## config.mk

```make
export PLATFORM = sky130hd
export DESIGN_NAME = ov7670_stream_gen_flat
export DESIGN_NICKNAME = d
export VERILOG_FILES = /design/src/rtl/ov7670_stream_gen_if.sv /design/src/rtl/ov7670_stream_gen.sv /design/src/flat_wrapper.sv
export SDC_FILE = /design/constraint.sdc
export NUM_CORES = 1
export LEC_CHECK = 0
export BUFFER_PORTS_ARGS = -buffer_cell sky130_fd_sc_hd__buf_2
export CAP_MARGIN = 20
export CORE_ASPECT_RATIO = 2
export CORE_UTILIZATION = 59
export CTS_CLUSTER_SIZE = 12
export DETAILED_ROUTE_END_ITERATION = 7
export PLACE_DENSITY = 0.8
export SLEW_MARGIN = 20
export SYNTH_ARGS = -nofsm -noshare
export SYNTH_HDL_FRONTEND = slang
export SYNTH_SLANG_ARGS = --single-unit
```

## constraint.sdc

```tcl
create_clock -name clk -period 3 [get_ports clk]
set_input_delay 0 -clock clk [delete_from_list [all_inputs] [get_ports clk]]
set_output_delay 0 -clock clk [all_outputs]
set_load 0.01 [all_outputs]
```

## src/rtl/ov7670_stream_gen_if.sv

```systemverilog
// Control and video bundle of the OV7670-style stream generator.
//   master : generator side (drives the camera-like video outputs)
//   slave  : consumer / stimulus side (drives start and pattern controls)
// Signals:
//   start        one-clk frame request
//   continuous   chain the next frame at end of frame
//   pattern_sel  0 col ramp, 1 row ramp, 2 constant, 3 checkerboard
//   y_level      Y value for the constant pattern
//   pclk         pixel clock, clk/2
//   vsync, href  frame / line valid, active-high
//   d            pixel byte (Y, chroma alternating)
//   busy         frame in progress
//   frame_done   one-clk end-of-frame pulse
interface ov7670_stream_gen_if;
  logic       start;
  logic       continuous;
  logic [1:0] pattern_sel;
  logic [7:0] y_level;
  logic       pclk;
  logic       vsync;
  logic       href;
  logic [7:0] d;
  logic       busy;
  logic       frame_done;

  modport master (
    input  start, continuous, pattern_sel, y_level,
    output pclk, vsync, href, d, busy, frame_done
  );

  modport slave (
    output start, continuous, pattern_sel, y_level,
    input  pclk, vsync, href, d, busy, frame_done
  );
endinterface

```

## src/rtl/ov7670_stream_gen.sv

```systemverilog
// OV7670 parallel-output emulator (YUV422 byte order) for bring-up of the
// capture path without a camera. Produces vsync/href/d with frame and line
// blanking and one of four test patterns.
// Ports:
//   clk    system clock (pclk is derived as clk/2)
//   reset  asynchronous, active-low
//   vid    ov7670_stream_gen_if.master (start/continuous/pattern controls in,
//          pclk/vsync/href/d/busy/frame_done out)
// Build option:
//   STREAM_FRAME_TAG_EN  when defined, an 8-bit frame counter replaces the
//                        Y byte of pixel (row 0, col 0) of every frame.
module ov7670_stream_gen #(
  parameter int H_ACTIVE    = 640,
  parameter int V_ACTIVE    = 480,
  parameter int H_BLANK     = 144,
  parameter int VSYNC_LINES = 3,
  parameter int V_BACK      = 17,
  parameter int V_FRONT     = 10
) (
  input  logic                   clk,
  input  logic                   reset,
  ov7670_stream_gen_if.master    vid
);

  localparam int LINE = 2*H_ACTIVE + H_BLANK;
  localparam int BW   = $clog2(LINE);
  localparam int LW   = $clog2(V_ACTIVE + VSYNC_LINES + V_BACK + V_FRONT);

  typedef enum logic [2:0] {IDLE, VSYNC, VBACK, ACTIVE, VFRONT, DONE} state_e;

  state_e          state_q, state_d;
  logic [BW-1:0]   byte_q, byte_d;
  logic [LW-1:0]   line_q, line_d, last_line;
  logic            pclk_q, busy_q, busy_d;
  logic            vsync_q, href_q, done_q;
  logic [7:0]      d_q;
  logic [1:0]      pat_q;
  logic [7:0]      ylev_q;
  logic            tick, eol, frame_begin;
  logic            vsync_n, href_n;
  logic [7:0]      y_n, d_n;
  logic [31:0]     bx, rx;
`ifdef STREAM_FRAME_TAG_EN
  logic [7:0]      tag_q;
`endif

  // Byte-period strobe: true on the clk edge where pclk falls, so all video
  // outputs change there and are stable at the following pclk rise.
  assign tick = pclk_q;
  assign eol  = (byte_q == BW'(LINE-1));

  always_comb begin
    last_line = '0;
    case (state_q)
      VSYNC:   last_line = LW'(VSYNC_LINES-1);
      VBACK:   last_line = LW'(V_BACK-1);
      ACTIVE:  last_line = LW'(V_ACTIVE-1);
      VFRONT:  last_line = LW'(V_FRONT-1);
      default: last_line = '0;
    endcase
  end

  // Next state: counters describe the byte being driven; they advance only
  // on byte ticks. busy is the only thing that can change between ticks.
  always_comb begin
    state_d = state_q;
    byte_d  = byte_q;
    line_d  = line_q;
    busy_d  = busy_q;
    case (state_q)
      IDLE: begin
        if (!busy_q) begin
          if (vid.start) busy_d = 1'b1;
        end else if (tick) begin
          state_d = VSYNC;
          byte_d  = '0;
          line_d  = '0;
        end
      end
      VSYNC, VBACK, ACTIVE, VFRONT: begin
        if (tick) begin
          if (eol) begin
            byte_d = '0;
            if (line_q == last_line) begin
              line_d = '0;
              case (state_q)
                VSYNC:   state_d = VBACK;
                VBACK:   state_d = ACTIVE;
                ACTIVE:  state_d = VFRONT;
                default: state_d = DONE;
              endcase
            end else begin
              line_d = line_q + LW'(1);
            end
          end else begin
            byte_d = byte_q + BW'(1);
          end
        end
      end
      DONE: begin
        // start is never sampled here (busy is still high); only
        // continuous decides whether another frame follows.
        if (tick) begin
          byte_d = '0;
          line_d = '0;
          if (vid.continuous) begin
            state_d = VSYNC;
          end else begin
            state_d = IDLE;
            busy_d  = 1'b0;
          end
        end
      end
      default: begin
        state_d = IDLE;
        busy_d  = 1'b0;
      end
    endcase
  end

  // Output values for the byte about to be driven (position given by *_d).
  always_comb begin
    frame_begin = tick && (state_d == VSYNC) && (state_q != VSYNC);
    vsync_n     = (state_d == VSYNC);
    href_n      = (state_d == ACTIVE) && ({1'b0, byte_d} < (BW+1)'(2*H_ACTIVE));
    bx          = 32'(byte_d);
    rx          = 32'(line_d);
    // col = byte>>1, so col[9:2] = byte>>3 and col[6] = byte[7].
    case (pat_q)
      2'd0:    y_n = 8'(bx >> 3);
      2'd1:    y_n = 8'(rx >> 1);
      2'd2:    y_n = ylev_q;
      default: y_n = (bx[7] ^ rx[6]) ? 8'hFF : 8'h00;
    endcase
`ifdef STREAM_FRAME_TAG_EN
    if (line_d == '0 && byte_d == '0) y_n = tag_q;
`endif
    d_n = href_n ? (byte_d[0] ? 8'h80 : y_n) : 8'h00;
  end

  always_ff @(posedge clk or negedge reset) begin
    if (!reset) begin
      state_q <= IDLE;
      byte_q  <= '0;
      line_q  <= '0;
      pclk_q  <= 1'b0;
      busy_q  <= 1'b0;
      vsync_q <= 1'b0;
      href_q  <= 1'b0;
      d_q     <= 8'h00;
      done_q  <= 1'b0;
      pat_q   <= 2'd0;
      ylev_q  <= 8'h00;
    end else begin
      state_q <= state_d;
      byte_q  <= byte_d;
      line_q  <= line_d;
      pclk_q  <= ~pclk_q;
      busy_q  <= busy_d;
      // DONE is entered on a tick and left on the next, so this is one clk.
      done_q  <= tick && (state_d == DONE);
      if (tick) begin
        vsync_q <= vsync_n;
        href_q  <= href_n;
        d_q     <= d_n;
      end
      if (frame_begin) begin
        pat_q  <= vid.pattern_sel;
        ylev_q <= vid.y_level;
      end
    end
  end

`ifdef STREAM_FRAME_TAG_EN
  always_ff @(posedge clk or negedge reset) begin
    if (!reset)                     tag_q <= 8'h00;
    else if (tick && state_d == DONE) tag_q <= tag_q + 8'd1;
  end
`endif

  assign vid.pclk       = pclk_q;
  assign vid.vsync      = vsync_q;
  assign vid.href       = href_q;
  assign vid.d          = d_q;
  assign vid.busy       = busy_q;
  assign vid.frame_done = done_q;

endmodule

```

## src/flat_wrapper.sv

```systemverilog
// flat-port wrapper written by rule: the top's interface ports become plain ports
module ov7670_stream_gen_flat 
#(
  parameter int H_ACTIVE    = 640,
  parameter int V_ACTIVE    = 480,
  parameter int H_BLANK     = 144,
  parameter int VSYNC_LINES = 3,
  parameter int V_BACK      = 17,
  parameter int V_FRONT     = 10
)
  (clk, reset, vid_start, vid_continuous, vid_pattern_sel, vid_y_level, vid_pclk, vid_vsync, vid_href, vid_d, vid_busy, vid_frame_done);
  ov7670_stream_gen_if vid_i ();
  input  logic clk;
  input  logic reset;
  input wire logic [$bits(vid_i.start)-1:0] vid_start;
  input wire logic [$bits(vid_i.continuous)-1:0] vid_continuous;
  input wire logic [$bits(vid_i.pattern_sel)-1:0] vid_pattern_sel;
  input wire logic [$bits(vid_i.y_level)-1:0] vid_y_level;
  output wire logic [$bits(vid_i.pclk)-1:0] vid_pclk;
  output wire logic [$bits(vid_i.vsync)-1:0] vid_vsync;
  output wire logic [$bits(vid_i.href)-1:0] vid_href;
  output wire logic [$bits(vid_i.d)-1:0] vid_d;
  output wire logic [$bits(vid_i.busy)-1:0] vid_busy;
  output wire logic [$bits(vid_i.frame_done)-1:0] vid_frame_done;
  assign vid_i.start = vid_start;
  assign vid_i.continuous = vid_continuous;
  assign vid_i.pattern_sel = vid_pattern_sel;
  assign vid_i.y_level = vid_y_level;
  assign vid_pclk = vid_i.pclk;
  assign vid_vsync = vid_i.vsync;
  assign vid_href = vid_i.href;
  assign vid_d = vid_i.d;
  assign vid_busy = vid_i.busy;
  assign vid_frame_done = vid_i.frame_done;
  ov7670_stream_gen #(.H_ACTIVE(H_ACTIVE), .V_ACTIVE(V_ACTIVE), .H_BLANK(H_BLANK), .VSYNC_LINES(VSYNC_LINES), .V_BACK(V_BACK), .V_FRONT(V_FRONT)) u_core (.clk(clk), .reset(reset), .vid(vid_i));
endmodule
```

Yosys cells after proc, flatten, opt, wreduce, memory -nomap -nowiden
Index checks and enable logic that the tools add are counted.
{ "op_classes": {"n_lt_le_gt_ge": 1, "n_eq_ne": 18, "bitwise": 3, "n_reduce_logical": 10, "n_addsub": 2, "mux": 30} }
{ "op_table": {"columns": ["operator", "count"], "rows": [
  ["two-way mux 9 bit", 5],
  ["two-way mux 11 bit", 4],
  ["case mux 9 bit (4 select lines)", 1],
  ["case mux 11 bit (3 select lines)", 1],
  ["case mux 9 bit (3 select lines)", 1],
  ["two-way mux 8 bit", 3],
  ["case mux 8 bit (3 select lines)", 1],
  ["two-way mux 3 bit", 6],
  ["case mux 3 bit (3 select lines)", 2],
  ["adder 11 x 1 -> 11 bit, second input constant", 1],
  ["== test 11 bit, second input constant", 1],
  ["less-than comparator 11 bit, second input constant", 1],
  ["adder 9 x 1 -> 9 bit, second input constant", 1],
  ["== test 3 x 2 -> 1 bit, second input constant", 3],
  ["== test 3 bit, second input constant", 3],
  ["== test 9 bit", 1],
  ["inequality test 2 x 1 -> 1 bit, second input constant", 4],
  ["== test 3 x 1 -> 1 bit, second input constant", 2],
  ["two-way mux 1 bit", 5],
  ["logical AND 1 bit", 4],
  ["AND reduction 4 bit", 1],
  ["OR reduction 4 bit", 1],
  ["zero test 3 bit", 1],
  ["inequality test 3 x 1 -> 1 bit, second input constant", 1],
  ["other kinds (9)", 10]
]} }
{ "word_totals": {"inputBits": 14, "out_inout_bits": 13, "ff_bits": 46} }

Longest topological paths before layout
Gate-level depths: netlist of run 1.
{ "logic_depth": {"word_depth": 12, "ltp_mapped": 11} }

Worst setup path before layout of run 1
OpenSTA, ideal clock, no wires.
{ "synth_path": {"path_kind": "register -> register", "from": "reg u_core.state_q[0]", "to": "reg u_core.d_q[6], in the netlist u_core.vid.d[6]", "setup_ns": 0.096, "stages_incl_launch_ff": 10, "arrival_ns": 2.604, "path_slack_ns": 0.300, "required_time_ns": 2.904, "n_path_buf": 2, "cell_sequence": "dfrtp_1 buf_2 a2111oi_1 a221oi_4 nor3_1 mux2i_2 nand4_1 or3b_1 buf_6 o32ai_2"} }
{ "synth_rtl": {"columns": ["element", "line", "rtl"], "rows": [
  ["start: declaration", "ov7670_stream_gen.sv:31", "state_e state_q, state_d;"],
  ["start signal: assignment", "ov7670_stream_gen.sv:155", "state_q <= state_d;"],
  ["== test 3 bit (tied with other cells)", "ov7670_stream_gen.sv:54, ov7670_stream_gen.sv:70", null],
  ["case mux 9 bit (4 select lines)", "ov7670_stream_gen.sv:54", "case (state_q)"],
  ["== test 9 bit", "ov7670_stream_gen.sv:84", "if (line_q == last_line) begin"],
  ["two-way mux 3 bit", "ov7670_stream_gen.sv:84", null],
  ["two-way mux 3 bit", "ov7670_stream_gen.sv:82", "if (eol) begin"],
  ["two-way mux 3 bit", "ov7670_stream_gen.sv:81", "if (tick) begin"],
  ["case mux 3 bit (3 select lines) (*)", "ov7670_stream_gen.sv:70", "case (state_q)"],
  ["net u_core.state_d[1]", "ov7670_stream_gen.sv:31", null],
  ["== test 3 x 2 -> 1 bit (*)", "ov7670_stream_gen.sv:125", "href_n = (state_d == ACTIVE) && ({1'b0, byte_d} < (BW+1)'(2*H_ACTIVE));"],
  ["logical AND 1 bit (*)", "ov7670_stream_gen.sv:125", null],
  ["two-way mux 8 bit (*)", "ov7670_stream_gen.sv:138", "d_n = href_n ? (byte_d[0] ? 8'h80 : y_n) : 8'h00;"],
  ["end signal: assignment", "ov7670_stream_gen.sv:165", "d_q <= d_n;"],
  ["end: declaration", "ov7670_stream_gen.sv:36", "logic [7:0] d_q;"]
]} }
Mark *: on every way through the listed nets, which the timed path passes. The rest lies on a longest branch. The select of a mux whose other input is x is not followed.
A chain may end at the register's enable or synchronous reset.

Worst setup path after layout of run 1
{ "layout_path": {"from": "reg u_core.state_q[0]", "to": "reg u_core.d_q[2], in the netlist u_core.vid.d[2]"} }
{ "layout_rtl": {"columns": ["element", "line", "rtl"], "rows": [
  ["== test 3 x 1 -> 1 bit (tied with other cells)", "ov7670_stream_gen.sv:70", null],
  ["OR reduction 4 bit", "ov7670_stream_gen.sv:70", null],
  ["case mux 11 bit (3 select lines) (*)", "ov7670_stream_gen.sv:70", null],
  ["net u_core.byte_d[10]", "ov7670_stream_gen.sv:32", "logic [BW-1:0] byte_q, byte_d;"],
  ["less-than comparator 11 bit (*)", "ov7670_stream_gen.sv:125", null],
  ["logical AND 1 bit (*)", "ov7670_stream_gen.sv:125", null],
  ["two-way mux 8 bit (*)", "ov7670_stream_gen.sv:138", null]
]} }
Marked as above.

==> run metrics, run 1 <==
dpl ws=0.118 ns; Worst Hold Launch=vid_start; final worst setup slack=0.159 ns; Clock Sinks=46; Final min period=2.84 ns; Slew Limit Fails=0; startpoint types=register; HP Class=in -> reg; Power Dens Cells=342 mW/mm²; Core ar.=0.00438 mm²; Worst Hold End=u_core.vid.busy; drt via density=6.37; Slew @ Worst Pin=0.582 ns; Max Cap Viol=0; Non-Filler Instances=388; Mapped Cells=282; total grt overflow=0; Final Hold Fails=1; Final setup viols=0; CTS Buf Count=5; Layout area overhead=19.1%; Yosys reg bits=46; iteration count of the initial detailed-routing pass=5; vias post-DR=2473; largest net degree at the start of global routing=47; Wirelength per Cell=18.3 µm; DPL Wire Length=5.10 mm; die area=0.00492 mm²; library cells used by synthesis=67; Seq/Total Area, Yosys=0.422; commonest non-fill, non-tap cell in the layout=dfrtp_1; Die H=98.2 µm; Hold WS=-0.00658 ns; synthesized area=0.00273 mm²; CP cell instances=buf_4 > o21ba_2 > o21a_1 > nand2_1 > o21ai_0 > o21ai_1 > nand4_1 > or3b_4 > o32ai_2; initial drt markers=99; Syn Nets=298; Max Clock Freq=352 MHz; Met3 Wirelength=300 µm; CP Max Fanout=9; Max-slew headroom=0.609; GR Util All Layers=0.316; CP Data Required Time=3.21 ns; final period utilization=0.947; CP arrival=3.05 ns; clock-pin slew of the registers on the worst-case setup and hold paths=0.09 ns; failing checks=negative hold slack; max incr delay on CP=0.46 ns; Routability Congestion=0.945; Port Buffers=26; Placed Instances=369; RR Startpoint=u_core.state_q[0]; Post-DRT Antenna Nets=0; setup TNS=0 ns; Syn. warnings=0; R2R cell count=9; status=complete, but fails checks; Die Width=50.1 µm; nets=349; boundary pin count=27; H-tree depth=2; asr flop ratio synth=1.00; top sig layer=met4; initial antenna violation count=0; VDD IR-drop max=0.000379 V; RSZ-0062 raised after global routing=no; # rows=34; share of cells above drive strength 1=0.249; Post-synth EDFFs=0; ys flop type=dfrtp_1; CTS Buffer Depth=2; residual DRC count=0; Worst R2R End=u_core.vid.d[2]; syn_area_per_cell=9.68 µm²; critical path capture point type=register; worst skew pair latency=0.30 ns; Initial Util=0.623; antenna diode instance count=0; routed wl met2=3.83 mm; worst setup path category=reg -> reg; vias in the first global route=2411; final wirelength=7.08 mm; WL met1=2.61 mm; most frequent cells in the layout=46 x dfrtp_1, 25 x buf_2, 24 x nand2_1; Critical-path top delay cell=dfrtp_1; Hold Path Cell Cnt=3; Root Buffer Master=clkbuf_8; CTS tree=yes; Reg2Reg Setup Slack=0.16 ns; Pleak=1.50 nW; first-pass GRT wire length=11.6 mm; Max Clock Skew=0.00643 ns
## timing repair
| action | 4_1_cts | 5_1_grt |
|---|---|---|
| setup buffers | 0 | 0 |
| hold buffers | 11 | 0 |
| endpoints found under the hold margin | 56 | 0 |
| resized for setup | 0 | 2 |
| endpoints found under the setup margin | 0 | 3 |
## Yosys cell counts, types with 3 or more instances
master,number,area (µm²)
buf_1,3,11.3
nor2_1,13,48.8
clkbuf_1,5,18.8
and3_1,11,68.8
o31ai_1,5,37.5
or2_2,4,25.0
o2bb2ai_1,5,43.8
xor2_1,3,26.3
o22ai_1,6,37.5
nand3_1,12,60.1
o32ai_2,3,48.8
buf_2,5,25.0
nand4_1,9,56.3
a21oi_1,7,35.0
o21ai_0,22,110
o311a_1,3,30.0
nand3b_1,3,22.5
nor2b_1,6,37.5
nand2b_1,4,25.0
o21ai_1,3,15.0
nor3_1,3,15.0
o22a_1,3,26.3
mux2_2,12,135
nand2_1,24,90.1
dfrtp_1,46,1150
o21a_1,3,22.5
inv_1,9,33.8
## cell families after synthesis
logic type / after synthesis / synth area share
multiplexers: 15 / 0.0665
AND/OR/NAND/NOR: 103 / 0.206
adder cells (fa/ha/maj): 2 / 0.00916
AO/OA/AOI/OAI: 86 / 0.241
flip-flops: 46 / 0.422
buffers and inverters: 25 / 0.0399
XOR/XNOR: 5 / 0.0160
## metrics by stage
step	hold slack, ns	power, mW	instance area, µm²	utilization
floorplan	-0.296	0.633	2730	-
finish	-0.00658	1.11	3250	0.742
global route	0.0336	1.14	3250	0.742
detailed placement	0.223	0.652	3020	0.690
global placement	0.221	0.652	3020	0.690
CTS	0.00407	1.12	3240	0.740
## where the power goes
part           leakage [nW]  switching, mW  total (mW)  internal (mW)
Clock                0.0514          0.211       0.460          0.249
Combinational         0.835         0.0160      0.0320         0.0160
Sequential            0.618              0       0.619          0.619
## worst max-delay path by stage
stage,start,end,slack [ns],cells after the start
after floorplan,u_core.state_q[0],u_core.vid.d[6],0.30,9
after global placement,u_core.byte_q[0],u_core.vid.d[1],0.21,10
after detailed placement,u_core.byte_q[0],u_core.vid.d[2],0.12,10
after CTS,u_core.byte_q[0],u_core.vid.d[2],0.09,10
after global routing,u_core.byte_q[0],u_core.vid.d[2],0.06,10
final,u_core.state_q[0],u_core.vid.d[2],0.16,9
## critical path: cells and delay by family (launching register included)
kind                   cells  cell delay (ns)
buffers and inverters      1             0.21
DFF                        1             0.46
and+or+nand+nor            3             0.89
AOI/OAI and AO/OA          5             1.19
## registers in the layout, indices dropped and copies added (netlist names)
| name | count |
|---|---|
| u_core.vid.d | 8 |
| u_core.vid.pclk | 1 |
| u_core.pat_q | 2 |
| u_core.state_q | 3 |
| u_core.vid.busy | 1 |
| u_core.vid.href | 1 |
| u_core.vid.frame_done | 1 |
| u_core.vid.vsync | 1 |
| u_core.byte_q | 11 |
| u_core.ylev_q | 8 |
| u_core.line_q | 9 |
## per-layer routing
layer  global-route usage  vias up
met3               0.0389       23
met2                0.541       86
met5                    0        -
met1                0.359     1196
li1                     -     1168
met4                0.198        0
## layout make-up
class                   count  area (µm²)
clock buffers               6        72.6
clock inverters             2        37.5
fillers                   311        1130
inverters                  10        37.5
multi-input cells         211        1480
flip-flops and latches     46        1150
well taps                  54        67.6
repair buffers             59         408
(Power assumes the default switching activity.)
==> run 2, diff against run 1 <==
--- a/config.mk
+++ b/config.mk
@@ -7,11 +7,11 @@
 export LEC_CHECK = 0
 export BUFFER_PORTS_ARGS = -buffer_cell sky130_fd_sc_hd__buf_2
 export CAP_MARGIN = 20
-export CORE_ASPECT_RATIO = 2
+export CORE_ASPECT_RATIO = 1.1
 export CORE_UTILIZATION = 59
 export CTS_CLUSTER_SIZE = 12
 export DETAILED_ROUTE_END_ITERATION = 7
-export PLACE_DENSITY = 0.8
+export PLACE_DENSITY = 0.79
 export SLEW_MARGIN = 20
 export SYNTH_ARGS = -nofsm -noshare
 export SYNTH_HDL_FRONTEND = slang
==> run 2 against run 1 <==
  * Clock-buffer cell count shrank 1
  * Critical path type unchanged
  * Sequential cell count is the same
  * Clock power shrank 21%
  * Final cell count shrank 0.77%
  * Non-clock buffer count shrank 2
  * The flow now finishes without violations
  * Wire length shrank 1.6%
  * Highest routed layer unchanged
  * Via count grew 0.20%
==> run metrics, run 2 (same netlist as run 1, synthesis figures left out) <==
status=complete, no violations; final period utilization=0.952 (+0.00503); CTS Buffer Depth=2 (unchanged); clock-pin slew of the registers on the worst-case setup and hold paths=0.08 ns (about the same); Layout Utilization=0.732 (-0.0101); Die Width=66.9 µm (+33%); # rows=25 (-26%); residual DRC count=0 (unchanged); HP Class=in -> reg; most frequent cells in the layout=46 x dfrtp_1, 25 x buf_2, 24 x nand2_1; Final min period=2.86 ns (+0.0151 ns); worst skew pair latency=0.29 ns (about the same); critical path capture point type=register; Final setup viols=0 (unchanged); CP Max Fanout=12 (+3); most frequent cell on the critical path=and3_1; Initial Util=0.623 (about the same); startpoint types=register; largest reg by FF count=u_core.byte_q; share of cells above drive strength 1=0.242 (-0.00681); CP arrival=3.05 ns (about the same); Final Hold Fails=0 (-1); dpl ws=0.118 ns (-0.0000810 ns); CTS tree=yes; setup TNS=0 ns (unchanged); Die H=73.3 µm (-25%); CP cell instances=ha_1 > and3_1 > and3_1 > buf_4 > and2_1 > a311oi_1 > nand3b_2 > nand4_1 > or3b_4 > o32ai_2; Critical-path top delay cell=or3b_4; DPL Wire Length=4.75 mm (-6.8%); initial antenna violation count=0 (unchanged); fill count=332 (+6.8%); Max Clock Skew=0.00436 ns (-0.00207 ns); VDD IR-drop max=0.000238 V (-37%); Wirelength per Cell=18.1 µm (-0.83%); Post-DRT Antenna Nets=0 (unchanged); commonest non-fill, non-tap cell in the layout=dfrtp_1; final worst setup slack=0.144 ns (-0.0151 ns); Clock Sinks=46 (unchanged); CTS Buf Count=5 (unchanged); Slew Limit Fails=0 (unchanged); multi-input logic area=0.00147 mm² (-0.34%); nets=347 (-0.57%); total grt overflow=0 (unchanged); CP top delay family=simple AND/OR/NAND/NOR gates; max incr delay on CP=0.45 ns (about the same); Hold WS=0.0329 ns (+0.0395 ns); vias post-DR=2478 (+0.20%); Root Buffer Master=clkbuf_8; largest net degree at the start of global routing=47 (unchanged); boundary pin count=27 (unchanged); vias in the first global route=2317 (-3.9%); die area=0.00490 mm² (-0.32%); DP Area=0.00301 mm² (-0.50%); Max-slew headroom=0.618 (+0.00861); Routability Congestion=0.929 (-1.7%); worst setup path category=reg -> reg; GR Util All Layers=0.322 (+0.00626); Max Cap Viol=0 (unchanged); Port Buffers=26 (unchanged); Largest regs=u_core.byte_q (11), u_core.line_q (9); iteration count of the initial detailed-routing pass=5 (unchanged); Layout area overhead=17.4%; antenna diode instance count=0 (unchanged); worst path bufs/invs=1 (unchanged); Max Clock Freq=350 MHz (-0.53%); H-tree depth=2 (unchanged); post-route cell area=0.00321 mm² (-1.4%); drt via density=6.44 (+0.98%); Largest register FFs=11 (unchanged); first-pass GRT wire length=11.7 mm (+0.84%); Pleak=1.48 nW (-1.8%); initial drt markers=226 (+130%); CP Data Required Time=3.20 ns (about the same); final wirelength=6.97 mm (-1.6%); Core ar.=0.00438 mm² (about the same); Seq. cell area=0.00115 mm² (unchanged); RSZ-0062 raised after global routing=no; Slew @ Worst Pin=0.573 ns (-0.00843 ns); Power Dens Cells=317 mW/mm² (-7.4%)
## run 2: stage by stage
stage / instances / total power [mW]
after floorplan: 282 / 0.633
after global placement: 367 / 0.652
after detailed placement: 367 / 0.653
after CTS: 385 / 1.02
after global routing: 385 / 1.05
final: 385 / 1.01
## run 2: worst reg2reg max path: cells and delay by family (launching register included)
kind	cells	cell delay, ns
DFF	1	0.42
AOI/OAI and AO/OA	2	0.58
adders and majority gates	1	0.25
buffers and inverters	1	0.18
and+or+nand+nor	6	1.34
## run 2: worst paths after layout
check | from | end | slack, ns | cells past startpoint
setup / recovery | u_core.byte_q[0] | u_core.vid.d[2] | 0.14 | 10
hold / removal | vid_start | u_core.vid.busy | 0.03 | 3
setup reg to reg | u_core.byte_q[0] | u_core.vid.d[2] | 0.14 | 10
hold reg to reg | u_core.vid.d[4] | u_core.vid.d[4] | 0.50 | 1
max in group asynchronous | reset | u_core.vid.href | 2.37 | 2
min in group asynchronous | reset | u_core.vid.busy | 0.24 | 2
## run 2: report_power, final
| part | leakage [nW] | switching, mW | internal [mW] | total [mW] |
|---|---|---|---|---|
| sequential | 0.618 | 0 | 0.619 | 0.619 |
| combinational | 0.823 | 0.0163 | 0.0160 | 0.0323 |
| clock | 0.0362 | 0.204 | 0.159 | 0.363 |
## run 2: final cells by class
| type | count | share of cell area |
|---|---|---|
| multi-input combinational | 211 | 0.459 |
| clock inverter | 2 | 0.00468 |
| sequential | 46 | 0.359 |
| timing repair buffer | 57 | 0.123 |
| inverter | 10 | 0.0117 |
| tap | 54 | 0.0211 |
| clock buffer | 5 | 0.0215 |
## run 2: what timing repair did
action,CTS,global route
endpoints found under the hold margin,56,0
gates resized for setup,0,1
hold buffers,11,0
buffers inserted,0,0
endpoints found under the setup margin,0,3
## run 2: layer usage
metal / vias up / global-route usage / part of all wire
met5: - / 0 / 0
li1: 1169 / - / -
met2: 114 / 0.502 / 0.48
met1: 1179 / 0.441 / 0.43
met4: 0 / 0.154 / 0.039
met3: 16 / 0.0481 / 0.051
==> run 3, diff against run 2 <==
--- a/config.mk
+++ b/config.mk
@@ -5,13 +5,13 @@
 export SDC_FILE = /design/constraint.sdc
 export NUM_CORES = 1
 export LEC_CHECK = 0
-export BUFFER_PORTS_ARGS = -buffer_cell sky130_fd_sc_hd__buf_2
+export BUFFER_PORTS_ARGS = -buffer_cell sky130_fd_sc_hd__clkbuf_2
 export CAP_MARGIN = 20
 export CORE_ASPECT_RATIO = 1.1
-export CORE_UTILIZATION = 59
+export CORE_UTILIZATION = 60
 export CTS_CLUSTER_SIZE = 12
 export DETAILED_ROUTE_END_ITERATION = 7
-export PLACE_DENSITY = 0.79
+export PLACE_DENSITY = 0.8
 export SLEW_MARGIN = 20
 export SYNTH_ARGS = -nofsm -noshare
 export SYNTH_HDL_FRONTEND = slang
==> constraint.sdc (replaced) <==
create_clock -name clk -period 3.66 [get_ports clk]
set_input_delay 0 -clock clk [delete_from_list [all_inputs] [get_ports clk]]
set_output_delay 0 -clock clk [all_outputs]
set_load 0.01 [all_outputs]
==> run 3 against run 2 <==
  * Power is 15% lower
  * Setup slack better by 0.23 ns
  * Critical endpoint is now u_core.vid.d[6]
  * First-iteration DRC count down 26%
  * Highest routed layer unchanged
  * Largest cell class unchanged
==> run metrics, run 3 (same netlist as run 1, synthesis figures left out) <==
status=complete, no violations; first-pass GRT wire length=10.9 mm (-7.1%); Routability Congestion=0.959 (+3.3%); startpoint types=register; dpl ws=0.467 ns (+0.349 ns); Clock Sinks=46 (unchanged); Slew Limit Fails=0 (unchanged); CP Data Required Time=3.87 ns (+0.67 ns); drt via density=6.41 (-0.36%); Initial Util=0.632 (+0.00904); Max Clock Skew=0.00982 ns (+0.00545 ns); final wirelength=6.59 mm (-5.5%); R2R cell count=8 (-2); clock-pin slew of the registers on the worst-case setup and hold paths=0.10 ns (+0.02 ns); CP arrival=3.50 ns (+0.45 ns); largest net degree at the start of global routing=47 (unchanged); setup TNS=0 ns (unchanged); DP Area=0.00292 mm² (-3.0%); Slew @ Worst Pin=0.720 ns (+0.146 ns); Max Clock Freq=304 MHz (-13%); Layout area overhead=14.6%; Hold Path Cell Cnt=4 (+1); total grt overflow=0 (unchanged); final period utilization=0.899 (-0.0532); max incr delay on CP=0.72 ns (+0.27 ns); Largest register FFs=11 (unchanged); Critical-path top delay cell=dfrtp_1; # rows=25 (unchanged); Layout Utilization=0.725 (-0.00736); worst skew pair latency=0.31 ns (+0.02 ns); Hold WS=0.0592 ns (+0.0262 ns); Non-Filler Instances=375 (-2.6%); Post-CTS Setup Repair Bufs=0 (unchanged); initial drt markers=167 (-26%); Max-slew headroom=0.517 (-0.101); HP Class=in -> reg; boundary pin count=27 (unchanged); Final setup viols=0 (unchanged); H-tree depth=2 (unchanged); CP Max Fanout=17 (+5); antenna diode instance count=0 (unchanged); Pleak=1.43 nW (-3.3%); critical path capture point type=register; worst setup path category=reg -> reg; Die Width=66.3 µm (-0.82%); CP cell instances=nand3b_1 > mux2i_1 > nand4_1 > o21ai_1 > a21o_1 > a21oi_1 > or3b_1 > o32ai_2; vias post-DR=2405 (-2.9%); die area=0.00482 mm² (-1.6%); iteration count of the initial detailed-routing pass=4 (-1); commonest non-fill, non-tap cell in the layout=dfrtp_1; CTS Buf Count=5 (unchanged); CTS Buffer Depth=2 (unchanged); share of cells above drive strength 1=0.212 (-0.0299); Power, Total=0.859 mW (-15%); final worst setup slack=0.370 ns (+0.226 ns); Port Buffers=26 (unchanged); CTS tree=yes; Root Buffer Master=clkbuf_8; Core ar.=0.00432 mm² (-1.4%); VDD IR-drop max=0.000270 V (+14%); nets=336 (-3.2%); DPL Wire Length=4.54 mm (-4.4%); Power Dens Cells=275 mW/mm² (-13%); most frequent cells in the layout=46 x dfrtp_1, 26 x clkbuf_2, 24 x nand2_1; vias in the first global route=2282 (-1.5%); Wirelength per Cell=17.6 µm (-3.0%); residual DRC count=0 (unchanged); Largest regs=u_core.byte_q (11), u_core.line_q (9); RSZ-0062 raised after global routing=no; Final Hold Fails=0 (unchanged); Die H=72.7 µm (-0.82%); Max Cap Viol=0 (unchanged); Post-DRT Antenna Nets=0 (unchanged); largest reg by FF count=u_core.byte_q; Placed Instances=355 (-3.3%); initial antenna violation count=0 (unchanged); GR Util All Layers=0.303 (-0.0190); post-route cell area=0.00313 mm² (-2.4%); Final min period=3.29 ns (+0.434 ns)
==> run 3: cell count changes in the layout (fill, tap and decap cells not counted), moves of 2 or more <==
cell        before  now
clkbuf_2         0   26
buf_2           25    0
buf_4           21    8
clkinvlp_4       2    0
inv_6            0    2
==> run 3: final timing paths <==
check                                        from  slack (ns)               end
max in group asynchronous                   reset        2.96   u_core.pat_q[1]
worst min-delay path               vid_continuous        0.06   u_core.vid.busy
worst min register to register    u_core.vid.d[0]        0.50   u_core.vid.d[0]
min in group asynchronous                   reset        0.28  u_core.byte_q[1]
worst max-delay path            u_core.state_q[0]        0.37   u_core.vid.d[6]
worst max register to register  u_core.state_q[0]        0.37   u_core.vid.d[6]
==> run 3: final cells by class <==
| cell class | count | area, µm² |
|---|---|---|
| Inverter | 10 | 37.5 |
| Clock buffer | 5 | 68.8 |
| Clock inverter | 3 | 22.5 |
| Sequential cell | 46 | 1150 |
| Tap cell | 54 | 67.6 |
| Timing Repair Buffer | 46 | 310 |
| Multi-Input combinational cell | 211 | 1470 |
| Fill cell | 331 | 1190 |
==> run 3: power breakdown <==
part           total, mW  switching, mW  leakage (nW)  internal [mW]
Clock              0.324          0.185        0.0489          0.138
Sequential         0.508              0         0.618          0.508
Combinational     0.0281         0.0138         0.761         0.0142
==> run 3: timing repair <==
item                      4_1_cts  5_1_grt
hold endpoints to repair       57        0
hold buffers                   12        0
resized for setup               0        0
==> run 3: worst max-delay path, delay by kind of cell, from the launching register on <==
kind / cells / cell delay (ns)
DFF: 1 / 0.72
AOI/OAI and AO/OA: 4 / 1.21
muxes: 1 / 0.33
and+or+nand+nor: 3 / 0.92
==> run 3: routing by layer <==
layer,vias up,share of wire,track usage
met5,-,0,0
met4,0,0.032,0.125
met3,18,0.048,0.0453
met2,87,0.49,0.516
met1,1156,0.43,0.386
li1,1144,-,-
